==> config.mk <==
export PLATFORM = sky130hd
export DESIGN_NAME = dvp_img_tx
export DESIGN_NICKNAME = d
export VERILOG_FILES = /design/src/rtl/dvp_pkg.sv /design/src/rtl/dvp_tx_timing.sv /design/src/rtl/dvp_img_tx.sv
export SDC_FILE = /design/constraint.sdc
export NUM_CORES = 1
export LEC_CHECK = 0
export ABC_AREA = 1
export CAP_MARGIN = 0
export CORE_MARGIN = 3
export CORE_UTILIZATION = 35
export DETAILED_ROUTE_END_ITERATION = 7
export HOLD_SLACK_MARGIN = 0.15
export PLACE_DENSITY = 0.58
export SYNTH_ARGS = -nofsm -noshare
export SYNTH_HDL_FRONTEND = slang
export SYNTH_SLANG_ARGS = --single-unit
export TNS_END_PERCENT = 5
==> constraint.sdc <==
create_clock -name cam_pclk -period 2.7 [get_ports cam_pclk]
set_input_delay 0.54 -clock cam_pclk [delete_from_list [all_inputs] [get_ports cam_pclk]]
set_output_delay 0.54 -clock cam_pclk [all_outputs]
set_load 0.02 [all_outputs]
==> src/rtl/dvp_pkg.sv <==
// dvp_pkg: shared types and helpers for the DVP transmit/capture path.
//   dvp_tx_state_t : transmitter frame FSM states
//   rgb565_t       : RGB565 pixel, also used by the capture side
//   line_len()     : byte clocks per line (2 bytes per pixel plus blanking)
//   cnt_width()    : register width for a counter running 0..n-1
package dvp_pkg;

  typedef enum logic [2:0] {
    IDLE,
    VSYNC,
    VBP,
    ACTIVE,
    VFP
  } dvp_tx_state_t;

  typedef struct packed {
    logic [4:0] r;
    logic [5:0] g;
    logic [4:0] b;
  } rgb565_t;

  function automatic int line_len(int h_act, int h_blank);
    return 2 * h_act + h_blank;
  endfunction

  function automatic int cnt_width(int n);
    return (n > 1) ? $clog2(n) : 1;
  endfunction

endpackage

==> src/rtl/dvp_tx_timing.sv <==
// dvp_tx_timing: frame FSM and line/byte counters for the DVP transmitter.
//   cam_pclk     : byte clock, rising edge
//   rst_n        : synchronous active-low reset
//   enable_i     : start/continue frames; only looked at on frame boundaries
//   state_o      : current frame segment
//   h_cnt_o      : byte position within the line, 0..LINE_LEN-1
//   href_win_o   : high during the 2*H_ACT data bytes of an ACTIVE line
//   last_line_o  : high throughout the last ACTIVE line
module dvp_tx_timing
  import dvp_pkg::*;
#(
  parameter int H_ACT    = 640,
  parameter int H_BLANK  = 144,
  parameter int V_ACT    = 480,
  parameter int VS_WIDTH = 4,
  parameter int V_BP     = 8,
  parameter int V_FP     = 8
) (
  input  logic                                          cam_pclk,
  input  logic                                          rst_n,
  input  logic                                          enable_i,
  output dvp_tx_state_t                                 state_o,
  output logic [cnt_width(line_len(H_ACT, H_BLANK))-1:0] h_cnt_o,
  output logic                                          href_win_o,
  output logic                                          last_line_o
);

  localparam int LINE_LEN = line_len(H_ACT, H_BLANK);
  localparam int H_W      = cnt_width(LINE_LEN);
  localparam int V_MAX1   = (VS_WIDTH > V_BP) ? VS_WIDTH : V_BP;
  localparam int V_MAX2   = (V_ACT > V_FP) ? V_ACT : V_FP;
  localparam int V_W      = cnt_width((V_MAX1 > V_MAX2) ? V_MAX1 : V_MAX2);

  localparam logic [H_W-1:0] H_LAST   = H_W'(LINE_LEN - 1);
  localparam logic [H_W-1:0] HB_LAST  = H_W'(2 * H_ACT - 1);
  localparam logic [V_W-1:0] VS_LAST  = V_W'(VS_WIDTH - 1);
  localparam logic [V_W-1:0] VBP_LAST = V_W'((V_BP > 0) ? V_BP - 1 : 0);
  localparam logic [V_W-1:0] VA_LAST  = V_W'(V_ACT - 1);
  localparam logic [V_W-1:0] VFP_LAST = V_W'((V_FP > 0) ? V_FP - 1 : 0);

  if (H_ACT < 1 || V_ACT < 1 || VS_WIDTH < 1) begin : g_bad_params
    $error("dvp_tx_timing: H_ACT, V_ACT and VS_WIDTH must all be >= 1");
  end

  dvp_tx_state_t  state_q;
  logic [H_W-1:0] h_cnt_q;
  logic [V_W-1:0] v_cnt_q;

  logic           line_wrap;
  logic [V_W-1:0] seg_last;
  dvp_tx_state_t  seg_next;

  assign line_wrap = (h_cnt_q == H_LAST);

  // Length of the current segment and where it leads. Zero-length porches
  // are skipped; enable is only consulted when leaving the final segment.
  always_comb begin
    seg_last = VS_LAST;
    seg_next = IDLE;
    case (state_q)
      VSYNC:  begin seg_last = VS_LAST;  seg_next = (V_BP > 0) ? VBP : ACTIVE; end
      VBP:    begin seg_last = VBP_LAST; seg_next = ACTIVE; end
      ACTIVE: begin
        seg_last = VA_LAST;
        seg_next = (V_FP > 0) ? VFP : (enable_i ? VSYNC : IDLE);
      end
      VFP:    begin seg_last = VFP_LAST; seg_next = enable_i ? VSYNC : IDLE; end
      default: ;
    endcase
  end

  // NOTE: state is updated with non-blocking assignments so every register
  // in this block sees the pre-edge values of the others.
  always_ff @(posedge cam_pclk) begin
    if (!rst_n) begin
      state_q <= IDLE;
      h_cnt_q <= '0;
      v_cnt_q <= '0;
    end else if (state_q == IDLE) begin
      h_cnt_q <= '0;
      v_cnt_q <= '0;
      if (enable_i) state_q <= VSYNC;
    end else if (line_wrap) begin
      h_cnt_q <= '0;
      if (v_cnt_q == seg_last) begin
        v_cnt_q <= '0;
        state_q <= seg_next;
      end else begin
        v_cnt_q <= v_cnt_q + 1'b1;
      end
    end else begin
      h_cnt_q <= h_cnt_q + 1'b1;
    end
  end

  assign state_o     = state_q;
  assign h_cnt_o     = h_cnt_q;
  assign href_win_o  = (state_q == ACTIVE) && (h_cnt_q <= HB_LAST);
  assign last_line_o = (state_q == ACTIVE) && (v_cnt_q == VA_LAST);

endmodule

==> src/rtl/dvp_img_tx.sv <==
// dvp_img_tx: DVP transmitter / OV5640 emulator. Serialises RGB565 pixels
// (high byte first) onto an 8-bit DVP bus with programmable frame timing.
//   cam_pclk   : byte clock, rising edge
//   rst_n      : synchronous active-low reset
//   enable     : run frames; a started frame always completes
//   pix_data   : RGB565 pixel, pix_valid / pix_ready handshake
//   cam_vsync  : VS_POL during the vsync lines
//   cam_href   : high for the 2*H_ACT bytes of each active line
//   cam_data   : byte data, 0x00 outside href and for missed pixels
//   frame_done : one-cycle pulse with the last byte of the frame
//   underrun   : sticky, a pixel slot found pix_valid low
module dvp_img_tx
  import dvp_pkg::*;
#(
  parameter int H_ACT    = 640,
  parameter int H_BLANK  = 144,
  parameter int V_ACT    = 480,
  parameter int VS_WIDTH = 4,
  parameter int V_BP     = 8,
  parameter int V_FP     = 8,
  parameter bit VS_POL   = 1'b1
) (
  input  logic       cam_pclk,
  input  logic       rst_n,
  input  logic       enable,
  input  rgb565_t    pix_data,
  input  logic       pix_valid,
  output logic       pix_ready,
  output logic       cam_vsync,
  output logic       cam_href,
  output logic [7:0] cam_data,
  output logic       frame_done,
  output logic       underrun
);

  localparam int H_W = cnt_width(line_len(H_ACT, H_BLANK));
  localparam logic [H_W-1:0] HB_LAST = H_W'(2 * H_ACT - 1);

  dvp_tx_state_t  state;
  logic [H_W-1:0] h_cnt;
  logic           href_win;
  logic           last_line;

  dvp_tx_timing #(
    .H_ACT    (H_ACT),
    .H_BLANK  (H_BLANK),
    .V_ACT    (V_ACT),
    .VS_WIDTH (VS_WIDTH),
    .V_BP     (V_BP),
    .V_FP     (V_FP)
  ) u_timing (
    .cam_pclk    (cam_pclk),
    .rst_n       (rst_n),
    .enable_i    (enable),
    .state_o     (state),
    .h_cnt_o     (h_cnt),
    .href_win_o  (href_win),
    .last_line_o (last_line)
  );

  logic       cam_vsync_q, cam_href_q, frame_done_q, underrun_q;
  logic [7:0] cam_data_q, cam_data_d;
  logic [7:0] lo_byte_q, lo_byte_d;
  logic       take;
  logic       frame_end;

  // Even byte positions of the href window are pixel slots.
  assign pix_ready = href_win && !h_cnt[0];
  assign take      = pix_ready && pix_valid;
  assign frame_end = last_line && (h_cnt == HB_LAST);

  // A missed slot sends 0x00 for both bytes and consumes nothing.
  // NOTE: every always_comb output gets a default first so no latch is inferred.
  always_comb begin
    cam_data_d = 8'h00;
    lo_byte_d  = lo_byte_q;
    if (pix_ready) begin
      cam_data_d = take ? pix_data[15:8] : 8'h00;
      lo_byte_d  = take ? pix_data[7:0]  : 8'h00;
    end else if (href_win) begin
      cam_data_d = lo_byte_q;
    end
  end

  always_ff @(posedge cam_pclk) begin
    if (!rst_n) begin
      cam_vsync_q  <= ~VS_POL;
      cam_href_q   <= 1'b0;
      cam_data_q   <= 8'h00;
      lo_byte_q    <= 8'h00;
      frame_done_q <= 1'b0;
      underrun_q   <= 1'b0;
    end else begin
      cam_vsync_q  <= (state == VSYNC) ? VS_POL : ~VS_POL;
      cam_href_q   <= href_win;
      cam_data_q   <= cam_data_d;
      lo_byte_q    <= lo_byte_d;
      frame_done_q <= frame_end;
      if (pix_ready && !pix_valid) underrun_q <= 1'b1;
    end
  end

  assign cam_vsync  = cam_vsync_q;
  assign cam_href   = cam_href_q;
  assign cam_data   = cam_data_q;
  assign frame_done = frame_done_q;
  assign underrun   = underrun_q;

endmodule

; After elaboration in Yosys (flattened, before gate mapping)
; Cells that the tools add are included.
[word_totals]
latchBits = 0
register_bits = 43
mem_bits_ro = 0
ram_bits = 0
out_inout_bits = 13
input_bits = 20
wordCells = 50
mem_count = 0
[op_classes]
n_div = 0
bitwise_logic = 1
n_eq_ne = 9
shift = 0
mul = 0
n_lt_le_gt_ge = 1
reduce_logical = 15
muxes = 13
add_sub_neg = 2
[ops]
columns = operator, count
row1 = $mux W8, 4
row2 = $eq A11 B11 Y1 const B, 2
row3 = $pmux W9 S2, 1
row4 = $mux W3, 4
row5 = $pmux W3 S4, 1
row6 = $add A11 B1 Y11 const B, 1
row7 = $le A11 B11 Y1 const B, 1
row8 = $add A9 B1 Y9 const B, 1
row9 = $eq A9 B9 Y1, 1
row10 = $eq A9 B9 Y1 const B, 1
row11 = $mux W9, 1
row12 = $eq A3 B2 Y1 const B, 2
row13 = $logic_and A1 B1 Y1, 6
row14 = $reduce_bool A2 Y1, 2
row15 = $reduce_or A2 Y1, 2
row16 = $eq A3 B1 Y1 const B, 1
row17 = $eq A3 B3 Y1 const B, 1
row18 = $logic_not A3 Y1, 1
row19 = $reduce_and A3 Y1, 1
row20 = $reduce_or A3 Y1, 1
row21 = $logic_not A1 Y1, 2
row22 = $mux W1, 2
row23 = $ne A2 B2 Y1 const B, 1
row24 = $not A1 Y1, 1

; Logic depth before layout (Yosys ltp)
[logic_depth]
word_depth = 7
depth_mapped = 12
mapped_depth_nobuf = 12

; By module
; Synthesis repeated with hierarchy kept, for this count alone.
[hier_totals]
cells_unflattened = 286
hier_area_um2 = 2152.1
[by_module_without_submodules]
columns = mod, area_per_inst_um2, n_inst, cells_each, seq_area_each_um2
row1 = dvp_tx_timing, 1310.0, 1, 184, 460.4
row2 = dvp_img_tx, 842.1, 1, 102, 400.4

; Worst setup path before layout
; Ideal clock, no wire load.
[synth_path]
kind = reg-to-output
startpoint = register u_timing.h_cnt_q[0], in the netlist u_timing.h_cnt_o[0]
endpoint = output pix_ready
required_ns = 2.160
setup_slack_ns = 0.796
path_buffers = 1
arrival_time_ns = 1.364
stages_incl_launch_ff = 9
cell_sequence = dfxtp_1 -> ha_1 -> nand3_2 -> nor2_4 -> nand3_2 -> nand2_2 -> nand3_4 -> buf_4 -> inv_1
[synth_via]
elab_chain_cells = 3
elab_cells_between_ends = 4
cone_classes = 1 x order compare / 3 x reduce/logical
[synth_lines]
columns = item, line
row1 = from (decl), dvp_tx_timing.sv:46  ; logic [H_W-1:0] h_cnt_q;
row2 = from (signal assigned), dvp_tx_timing.sv:92  ; h_cnt_q <= h_cnt_q + 1'b1;
row3 = $le A11 B11 Y1, dvp_tx_timing.sv:98  ; assign href_win_o = (state_q == ACTIVE) && (h_cnt_q <= HB_LAST);
row4 = $logic_and A1 B1 Y1, dvp_tx_timing.sv:98
row5 = $logic_and A1 B1 Y1 (*), dvp_img_tx.sv:68  ; assign pix_ready = href_win && !h_cnt[0];
row6 = to (decl), dvp_img_tx.sv:28  ; output logic pix_ready,
; Every way passes the cells marked *; elsewhere a longest branch is shown, timed or not.

; Worst setup path in the final report
; Same ends and word-level chain as after synthesis.

==> flow_summary.toml <==
[outcome]
status = "finished, final reports clean"

[yosys]
syn_area_per_cell_um2 = 7.711
synth_top_flop_cell = "dfxtp_1"
netlist_instances = 258
synth_area_um2 = 1989
ys_seq_elements = 43
synth_cell_types = 32
synthArstFlopShare_pct = 0
syn_nets = 280
yosysWarnings = 0
yosysSeqAreaShare_pct = 43.27
synth_edf_count = 0

[power_and_ir_drop]
p_per_area_nw_per_um2 = 568.3
power.leakage_nw = 0.9426
vdd_drop_max_mv = 0.3829

[cts]
clk_path_buf_depth = 2
insertion_delay_ns = 0.30
post-cts-setup-buffers = 0
cts-root-buf = "clkbuf_8"
clk_pin_slew_ns = 0.08
cts_tree = "built"
clock-sinks = 43
cts_max_level = 2
holdBufCountCts = 0
numCtsBuffers = 5

[floorplanning]
die_w_um = 81.39
rows = 26
core_um2 = 5303
die_area_um2 = 6624
start_util_pct = 37.52
die_h_um = 81.39
num_io_pins = 33

[hold_path]
hp-class = "reg2reg"

[finish]
fillers = 521
final_cell_mix = "nand2_1, dfxtp_1, nor2_1, clkdlybuf4s50_1, inv_1"
final_common_cell = "nand2_1"
layout.cells.non_filler = 366
layout.nets = 317
drive_above_1_share_pct = 14.53
syn_to_final_growth_pct = 26.73
antenna-diode-count = 0

[worst_setup_path]
worstPathArrival_ns = 1.72
critical_path_peak_fanout = 4
crit_slowest_cell = "dfxtp_1"
crit_top_cell = "nand3_2"
slowest_delay_ns = 0.38
crit_type = "reg2out"
crit_path_end_kind = "primary output"
startpoint_type = "register"
required_ns = 2.16
worstPathCellList = "ha_1 > nand3_2 > nor2_4 > nand3_2 > nand2_2 > nand3_4 > inv_1 > dlymetal6s2s_1"

[placed_design]
dp_hpwl_um = 3131
dp_cells = 358
gp_congestion = 0.8198
io_buffers = 32

[detailed_routing]
firstDrtPassIters = 4
drt-vias-per-instance = 4.656
wl_um = 4118
vias = 1704
postRouteAntennaNets = 0
remaining_drc_errors = 0
drtIter0Drc = 76
wl_per_cell_um = 11.25

[sta]
max-slew-margin-rel_pct = 68.65
hold_viol = 0
fmax_mhz = 443.4
drv_slew = 0
timing.final.crit_share_pct = 83.53
tightest_slew_ns = 0.4697
rsz0062_at_grt = "no"
fin_tns_setup_ns = 0
setup_viol = 0
finalClockSkew_ns = 0.006295
timing.final.crit_period_ns = 2.255

[grt]
antenna_found_initial = 0
grt_pass1_wl_um = 7003
grt_max_degree = 17
grt_pass1_vias = 1609
grt_use_total_pct = 13.75
grt.overflow.total = 0

[job]
drv_cap = 0
cells in the mapped netlist, types with 2 or more instances:
master	n	area (um2)
nand2_1	54	202.7
dfxtp_1	43	860.8
nor2_1	34	127.6
inv_1	21	78.83
nand3_1	20	100.1
a21oi_1	14	70.07
o21ai_0	11	55.05
nand2_2	8	50.05
inv_2	5	18.77
nor2_2	5	31.28
xnor2_1	5	43.79
nand3_2	4	40.04
xor2_1	4	35.03
a21oi_2	3	26.28
nand4_1	3	18.77
clkbuf_1	2	7.510
ha_1	2	25.02
nor2_4	2	22.52
nor2_8	2	40.04
nor4_1	2	12.51
o21a_1	2	15.01
o21ai_1	2	10.01
metrics by stage:
stage	util [%]	instance area (um2)	worst slack [ns]	total power [W]	hold slack, ns
6_report	47.55	2521	0.4446	0.001433	0.4661
5_1_grt	47.55	2521	0.2721	0.001502	0.4942
3_5_place_dp	44.93	2382	0.3726	0.0008570	0.4526
2_1_floorplan	-	1989	0.7963	0.0007926	0.4298
3_3_place_gp	44.93	2382	0.4417	0.0008566	0.4432
4_1_cts	47.50	2519	0.03483	0.001457	0.4730
timing repair:
action | 4_1_cts | 5_1_grt
hold endpoints to repair | 0 | 0
setup endpoints to repair | 0 | 1
gates resized for setup | 0 | 1
cells by family after synthesis:
group,share of synthesized area [%]
compound gates,9.560
xor+xnor,3.962
fa+ha+maj,1.258
simple gates,35.54
flops,43.27
buf+inv,6.415
registers in the layout, indices dropped and copies added, names as in the netlist:
name              flops
lo_byte_q             8
u_timing.h_cnt_o     11
cam_href              1
u_timing.state_o      3
underrun              1
u_timing.v_cnt_q      9
cam_vsync             1
cam_data              8
frame_done            1
power by group:
group          switching [W]  leakage [nW]  internal, W  total [W]
Clock               0.000224        0.0644     0.000369   0.000593
Sequential         0.0000153         0.347     0.000651   0.000666
Combinational       0.000103         0.531    0.0000710   0.000174
Total               0.000342         0.943      0.00109    0.00143
layer usage:
metal	track usage [%]	vias up	wire length, um
met5	0	-	0
met4	4.054	0	38
li1	-	910	-
met2	23.45	29	1920
met1	17.00	759	1967
met3	3.437	6	192
final timing paths:
path | from | end | slack [ns] | cells past startpoint
setup / recovery | u_timing.h_cnt_o[0] | pix_ready | 0.44 | 8
hold / removal | underrun | underrun | 0.47 | 1
hold reg to reg | underrun | underrun | 0.47 | 1
setup reg to reg | u_timing.h_cnt_o[0] | lo_byte_q[2] | 0.86 | 10
critical path, delay by kind of cell, from the launching register on:
family / cells / cell delay, ns
and+or+nand+nor: 5 / 0.55
DFF: 1 / 0.38
adders and majority gates: 1 / 0.21
buffers and inverters: 2 / 0.29
layout make-up:
cell class              count  area [um2]  area share, %
multi-input cells         185        1001          39.70
well taps                  70       87.58          3.474
clock buffers               5       68.82          2.730
inverters                  26       97.59          3.871
flip-flops and latches     43       860.8          34.14
repair buffers             34       337.8          13.40
clock inverters             3       67.56          2.680
No activity file was read; power rests on OpenSTA's default activity.
